--- config.mk ---
export PLATFORM = sky130hd
export DESIGN_NAME = height_digit_renderer
export DESIGN_NICKNAME = d
export VERILOG_FILES = /design/src/rtl/height_disp_pkg.sv /design/src/rtl/bin2bcd_seq.sv /design/src/rtl/height_digit_renderer.sv
export SDC_FILE = /design/constraint.sdc
export NUM_CORES = 1
export LEC_CHECK = 0
export BUFFER_PORTS_ARGS = -buffer_cell sky130_fd_sc_hd__buf_4
export CAP_MARGIN = 20
export CORE_MARGIN = 3
export CORE_UTILIZATION = 30
export DETAILED_ROUTE_END_ITERATION = 16
export SETUP_SLACK_MARGIN = 0.3
export SLEW_MARGIN = 0
export SYNTH_ARGS = -nofsm -noshare
export SYNTH_HDL_FRONTEND = slang
export SYNTH_SLANG_ARGS = --single-unit
export TNS_END_PERCENT = 100
--- constraint.sdc ---
create_clock -name clk -period 1.7 [get_ports clk]
set_clock_uncertainty 0.15 [all_clocks]
set_input_delay 0.085 -clock clk [delete_from_list [all_inputs] [get_ports clk]]
set_output_delay 0.085 -clock clk [all_outputs]
set_load 0.01 [all_outputs]
--- src/rtl/height_disp_pkg.sv ---
// rtl/height_disp_pkg.sv - shared constants, converter state type and helpers for the height digit display
package height_disp_pkg;

  localparam int GLYPH_W = 8;
  localparam int GLYPH_H = 16;

  localparam logic [5:0] COLOR_WHITE = 6'b111111;
  localparam logic [5:0] COLOR_BLACK = 6'b000000;

  typedef enum logic [1:0] {IDLE, CONV, DONE} conv_state_t;

  function automatic int max_decimal(input int digits);
    int m;
    m = 1;
    for (int i = 0; i < digits; i++) m = m * 10;
    return m - 1;
  endfunction

endpackage

--- src/rtl/bin2bcd_seq.sv ---
// rtl/bin2bcd_seq.sv - sequential double-dabble binary to BCD converter with saturation and valid/ready intake
module bin2bcd_seq
  import height_disp_pkg::*;
#(
  parameter int NUM_DIGITS = 3,
  parameter int VAL_W      = 10
) (
  input  logic                    clk,
  input  logic                    reset,
  input  logic                    value_valid_i,
  input  logic [VAL_W-1:0]        value_i,
  output logic                    value_ready_o,
  output logic [4*NUM_DIGITS-1:0] bcd_o,
  output logic                    done_o
);

  localparam int BCD_W   = 4 * NUM_DIGITS;
  localparam int MAX_VAL = max_decimal(NUM_DIGITS);
  localparam int CNT_W   = $clog2(VAL_W + 1);

  conv_state_t       state_q, state_d;
  logic [VAL_W-1:0]  bin_q;
  logic [BCD_W-1:0]  bcd_q, bcd_adj;
  logic [CNT_W-1:0]  cnt_q;

  always_ff @(posedge clk) begin
    if (reset) state_q <= IDLE;
    else       state_q <= state_d;
  end

  always_comb begin
    state_d = state_q;
    unique case (state_q)
      IDLE:    if (value_valid_i) state_d = CONV;
      CONV:    if (cnt_q == CNT_W'(VAL_W - 1)) state_d = DONE;
      DONE:    state_d = IDLE;
      default: state_d = IDLE;
    endcase
  end

  always_comb begin
    value_ready_o = (state_q == IDLE);
    done_o        = (state_q == DONE);
  end

  // Add-3 correction happens before the shift so each nibble stays a valid decimal digit.
  always_comb begin
    bcd_adj = bcd_q;
    for (int i = 0; i < NUM_DIGITS; i++) begin
      if (bcd_q[4*i +: 4] >= 4'd5) bcd_adj[4*i +: 4] = bcd_q[4*i +: 4] + 4'd3;
    end
  end

  always_ff @(posedge clk) begin
    if (state_q == IDLE && value_valid_i) begin
      bin_q <= (32'(value_i) > MAX_VAL) ? VAL_W'(MAX_VAL) : value_i;
      bcd_q <= '0;
      cnt_q <= '0;
    end else if (state_q == CONV) begin
      {bcd_q, bin_q} <= {bcd_adj, bin_q} << 1;
      cnt_q          <= cnt_q + 1'b1;
    end
  end

  assign bcd_o = bcd_q;

endmodule

--- src/rtl/height_digit_renderer.sv ---
// rtl/height_digit_renderer.sv - frame-latched BCD height display driving the glyph ROM over a 2-stage pixel pipe
// Optional build macro LEADING_ZERO_BLANK_EN renders leading zero digits as white.
module height_digit_renderer
  import height_disp_pkg::*;
#(
  parameter int NUM_DIGITS = 3,
  parameter int VAL_W      = 10,
  parameter int ORIGIN_X   = 16,
  parameter int ORIGIN_Y   = 16
) (
  input  logic             clk,
  input  logic             reset,
  input  logic             value_valid,
  input  logic [VAL_W-1:0] value,
  output logic             value_ready,
  input  logic             frame_start,
  input  logic             pix_en,
  input  logic [9:0]       pix_x,
  input  logic [9:0]       pix_y,
  output logic [3:0]       rom_digit,
  output logic [4:0]       rom_col,
  output logic [4:0]       rom_row,
  input  logic [5:0]       rom_data,
  output logic [5:0]       pix_color,
  output logic             pix_valid
);

  localparam int BCD_W = 4 * NUM_DIGITS;
  localparam logic [10:0] X_LO = 11'(ORIGIN_X);
  localparam logic [10:0] X_HI = 11'(ORIGIN_X + GLYPH_W * NUM_DIGITS);
  localparam logic [10:0] Y_LO = 11'(ORIGIN_Y);
  localparam logic [10:0] Y_HI = 11'(ORIGIN_Y + GLYPH_H);

  logic [BCD_W-1:0] conv_bcd, pending_bcd_q, disp_bcd_q;
  logic             conv_done, pending_flag_q;

  bin2bcd_seq #(.NUM_DIGITS(NUM_DIGITS), .VAL_W(VAL_W)) u_conv (
    .clk           (clk),
    .reset         (reset),
    .value_valid_i (value_valid),
    .value_i       (value),
    .value_ready_o (value_ready),
    .bcd_o         (conv_bcd),
    .done_o        (conv_done)
  );

  // A result finishing on a frame_start cycle sets the flag after the load, so it waits a frame.
  always_ff @(posedge clk) begin
    if (reset) begin
      pending_bcd_q  <= '0;
      pending_flag_q <= 1'b0;
      disp_bcd_q     <= '0;
    end else begin
      if (frame_start && pending_flag_q) begin
        disp_bcd_q     <= pending_bcd_q;
        pending_flag_q <= 1'b0;
      end
      if (conv_done) begin
        pending_bcd_q  <= conv_bcd;
        pending_flag_q <= 1'b1;
      end
    end
  end

  logic [9:0] dx;
  logic       in_box_d, blank_d;
  logic [3:0] nib, digit_d, rom_digit_d;
  logic [4:0] rom_col_d, rom_row_d;
`ifdef LEADING_ZERO_BLANK_EN
  logic       lead_zero;
`endif

  assign dx = pix_x - X_LO[9:0];

  always_comb begin
    in_box_d = pix_en && ({1'b0, pix_x} >= X_LO) && ({1'b0, pix_x} < X_HI) &&
               ({1'b0, pix_y} >= Y_LO) && ({1'b0, pix_y} < Y_HI);
    digit_d  = '0;
    blank_d  = 1'b0;
    nib      = '0;
`ifdef LEADING_ZERO_BLANK_EN
    lead_zero = 1'b1;
`endif
    for (int p = 0; p < NUM_DIGITS; p++) begin
      nib = disp_bcd_q[4*(NUM_DIGITS-1-p) +: 4];
`ifdef LEADING_ZERO_BLANK_EN
      if (nib != 4'd0) lead_zero = 1'b0;
`endif
      if (dx[9:3] == 7'(p)) begin
        digit_d = nib;
`ifdef LEADING_ZERO_BLANK_EN
        blank_d = lead_zero && (p != NUM_DIGITS - 1);
`endif
      end
    end
    rom_digit_d = in_box_d ? digit_d : 4'd0;
    rom_col_d   = in_box_d ? {2'b00, dx[2:0]} : 5'd0;
    rom_row_d   = in_box_d ? (pix_y[4:0] - Y_LO[4:0]) : 5'd0;
  end

  logic       in_box_q, blank_q, en_q, pix_valid_q;
  logic [3:0] rom_digit_q;
  logic [4:0] rom_col_q, rom_row_q;
  logic [5:0] pix_color_q, pix_color_d;

  always_ff @(posedge clk) begin
    if (reset) begin
      rom_digit_q <= '0;
      rom_col_q   <= '0;
      rom_row_q   <= '0;
      in_box_q    <= 1'b0;
      blank_q     <= 1'b0;
      en_q        <= 1'b0;
    end else begin
      rom_digit_q <= rom_digit_d;
      rom_col_q   <= rom_col_d;
      rom_row_q   <= rom_row_d;
      in_box_q    <= in_box_d;
      blank_q     <= blank_d;
      en_q        <= pix_en;
    end
  end

  always_comb begin
    pix_color_d = COLOR_BLACK;
    if (en_q) pix_color_d = (in_box_q && !blank_q) ? rom_data : COLOR_WHITE;
  end

  always_ff @(posedge clk) begin
    if (reset) begin
      pix_color_q <= COLOR_BLACK;
      pix_valid_q <= 1'b0;
    end else begin
      pix_color_q <= pix_color_d;
      pix_valid_q <= en_q;
    end
  end

  assign rom_digit = rom_digit_q;
  assign rom_col   = rom_col_q;
  assign rom_row   = rom_row_q;
  assign pix_color = pix_color_q;
  assign pix_valid = pix_valid_q;

endmodule

==> summary.txt <==
Status
  • Run status: finished, final reports clean

Job
  • Max-Cap Viols: 0

Detailed routing
  • DRT iter0 DRCs: 49
  • Drt wl/cell: 11.60 µm
  • Total number of vias: 2577
  • Drt drc: 0
  • Initial DRT Pass Iterations: 4
  • Vias per cell: 4.466
  • Detail Route Antenna Nets: 0
  • Final wirelength: 6693 µm

Die
  • Area of the core: 9819 µm²
  • Num ports: 63
  • Row cnt: 36
  • DIE AREA: 11360 µm²
  • Die height: 106.6 µm
  • Initial Utilization: 30.91%
  • Die width: 106.6 µm

GRT
  • First-pass GRT wire length: 11580 µm
  • Initial antenna violation count: 0
  • Grt total ovfl: 0
  • Pin count of the biggest net entering global routing: 29
  • Vias in the first global route: 2584
  • GRT Resource Usage Total: 12.33%

Synthesis
  • Number of enable flip-flop cells after synthesis: 10
  • #FFs+latches synth: 74
  • Seq/Total Area, Yosys: 52.10%
  • Synthesized area per cell: 8.901 µm²
  • Synthesis Warnings: 0
  • Cell variety after synth: 35
  • Ys flop type: dfxtp_1
  • Synth Instances: 341
  • Cell Area, Synth: 3035 µm²
  • Async set or reset register ratio after synthesis: 0%

Min path
  • Class of the worst hold path: in2reg
  • WHS Path Cells: 3

Critical path
  • Setup crit end kind: register
  • Critical Path RT: 1.83 ns
  • Worst endpoint data arrival time: 1.62 ns
  • Crit start category: register
  • Crit Path Max Fanout: 3
  • Cells on worst reg2reg path: 6
  • Reg-to-reg slack, setup: 0.21 ns
  • Critical path class: reg2reg

Timing
  • Unrepaired setup endpoints after global routing: yes
  • Final setup fails: 0
  • Worst hold margin: 0.01637 ns
  • Minimum clock period after layout: 1.490 ns
  • Fmax: 0.6710 GHz
  • Tcrit/Tclk final: 87.67%
  • Final Hold Viols: 0
  • Slack of the critical path: 0.2096 ns
  • Setup TNS: 0 ns
  • Final-report max-slew violation count: 0

Place
  • GP Congestion: 0.7616
  • Post-Place Worst Slack: 0.006097 ns
  • Hpwl dp: 4401 µm
  • DP Area: 3754 µm²
  • Port Buffers: 60
  • Dpl cells: 526

CTS
  • TritonCTS buffer count: 9
  • CTS Buffer Depth: 2
  • Clk Tree Root Cell: clkbuf_8
  • Clk slew on worst S/H paths: 0.08 ns
  • Num Clock Sinks: 74
  • CTS tree: yes
  • H-Tree Depth: 3
  • Worst-skew pair later-pin latency: 0.34 ns

Layout
  • Fraction of layout cells with a size suffix above 1: 29.95%
  • Non-Filler Instances: 577
  • Fillcell total: 958
  • Layout area overhead: 43.20%
  • Multi-input logic area: 1504 µm²
  • NumNets Final: 491
  • Finished Cell Area: 4347 µm²
  • Reg area: 1594 µm²
  • Diode count: 0

Pwr
  • Pwr dens: 854.9 nW/µm²
  • Lkg Pwr: 1.745 nW
  • VDD IR max: 503.6 µV
power breakdown:
| part | total (mW) | switching, mW | internal, mW |
|---|---|---|---|
| Clock | 1.29 | 0.730 | 0.556 |
| Sequential | 1.92 | 0.0578 | 1.86 |
| Combinational | 0.510 | 0.235 | 0.275 |
what timing repair did:
action | CTS | global route
hold buffers | 25 | 0
resized for setup | 14 | 10
setup buffers | 10 | 0
setup endpoints to repair | 19 | 25
endpoints found under the hold margin | 25 | 0
pin swaps | 6 | 7
registers in the layout (all words and copies together) (netlist names), 2 cells and up:
name,flops
disp_bcd_q,12
pending_bcd_q,12
pix_color,6
rom_col,3
rom_digit,4
rom_row,5
u_conv.bcd_o,12
u_conv.bin_q,10
u_conv.cnt_q,4
u_conv.state_q,2
critical path, cell delays in order (launching register included):
cell	delay, ns
dfxtp_2	0.35
inv_4	0.05
ha_4	0.15
nand2b_4	0.14
a21oi_4	0.17
mux2_4	0.31
o21ai_1	0.11
cell usage in the layout, fill, tap and decap left out, types with 5 or more instances in the layout:
cell / n
a21oi_1: 40
o21ai_0: 10
dfxtp_2: 7
edfxtp_1: 10
dfxtp_1: 56
nand2_1: 70
and2_1: 7
inv_1: 10
nor2_1: 18
buf_4: 74
ha_1: 5
nand3_1: 12
clkbuf_8: 9
dlygate4sd3_1: 25
xnor2_1: 5
ha_4: 6
synth_stat cells (all sizes together) (2+ instances only):
cell type,instances,area share [%]
a21oi,43,7.1
a22o,2,0.58
and2,9,1.9
buf,3,0.87
clkbuf,13,1.6
dfxtp,64,42
edfxtp,10,9.9
ha,11,4.5
inv,17,2.1
mux2,3,1.1
mux2i,4,1.3
nand2,72,8.9
nand2b,7,1.4
nand3,12,2.0
nand3b,2,0.49
nand4,3,0.62
nor2,19,2.3
nor2b,3,0.62
nor4,5,1.5
o21ai,15,2.5
o22a,2,0.58
o31ai,2,0.49
o32ai,2,0.58
or4,2,0.49
xnor2,5,1.4
xor2,4,1.2
per-stage QoR:
step | util [%] | power [mW]
global route | 44.27 | 3.890
detailed placement | 38.23 | 2.386
CTS | 43.93 | 3.743
floorplan | - | 2.229
global placement | 38.23 | 2.375
finish | 44.27 | 3.716
layer usage:
metal  global-route usage, %  routed length, µm  vias up
met4                   2.740                 30        0
met2                   21.27               3105       70
li1                        -                  -     1338
met5                       0                  0        -
met1                   14.78               3095     1165
met3                   4.335                461        4
cells by family after synthesis:
kind of cell,synth area share [%]
fa+ha+maj,4.534
buf+inv,4.575
simple gates,21.19
flops,52.10
xor+xnor,2.597
other cells,0.1235
compound gates,12.45
mux,2.432
area by class of cell:
type / instances / area share, %
Sequential cell: 74 / 36.67
Multi-Input combinational cell: 236 / 34.60
Timing Repair Buffer: 101 / 19.06
Tap cell: 133 / 3.828
Clock buffer: 9 / 2.850
Inverter: 17 / 1.641
Clock inverter: 7 / 1.353
final timing paths:
| path | to | startpoint |
|---|---|---|
| max | u_conv.bcd_o[6] | u_conv.bcd_o[5] |
| min | u_conv.state_q[0] | value_valid |
| max reg2reg | u_conv.bcd_o[6] | u_conv.bcd_o[5] |
| min reg2reg | disp_bcd_q[4] | pending_bcd_q[4] |
Note: power is estimated with default switching activity, not from simulation.
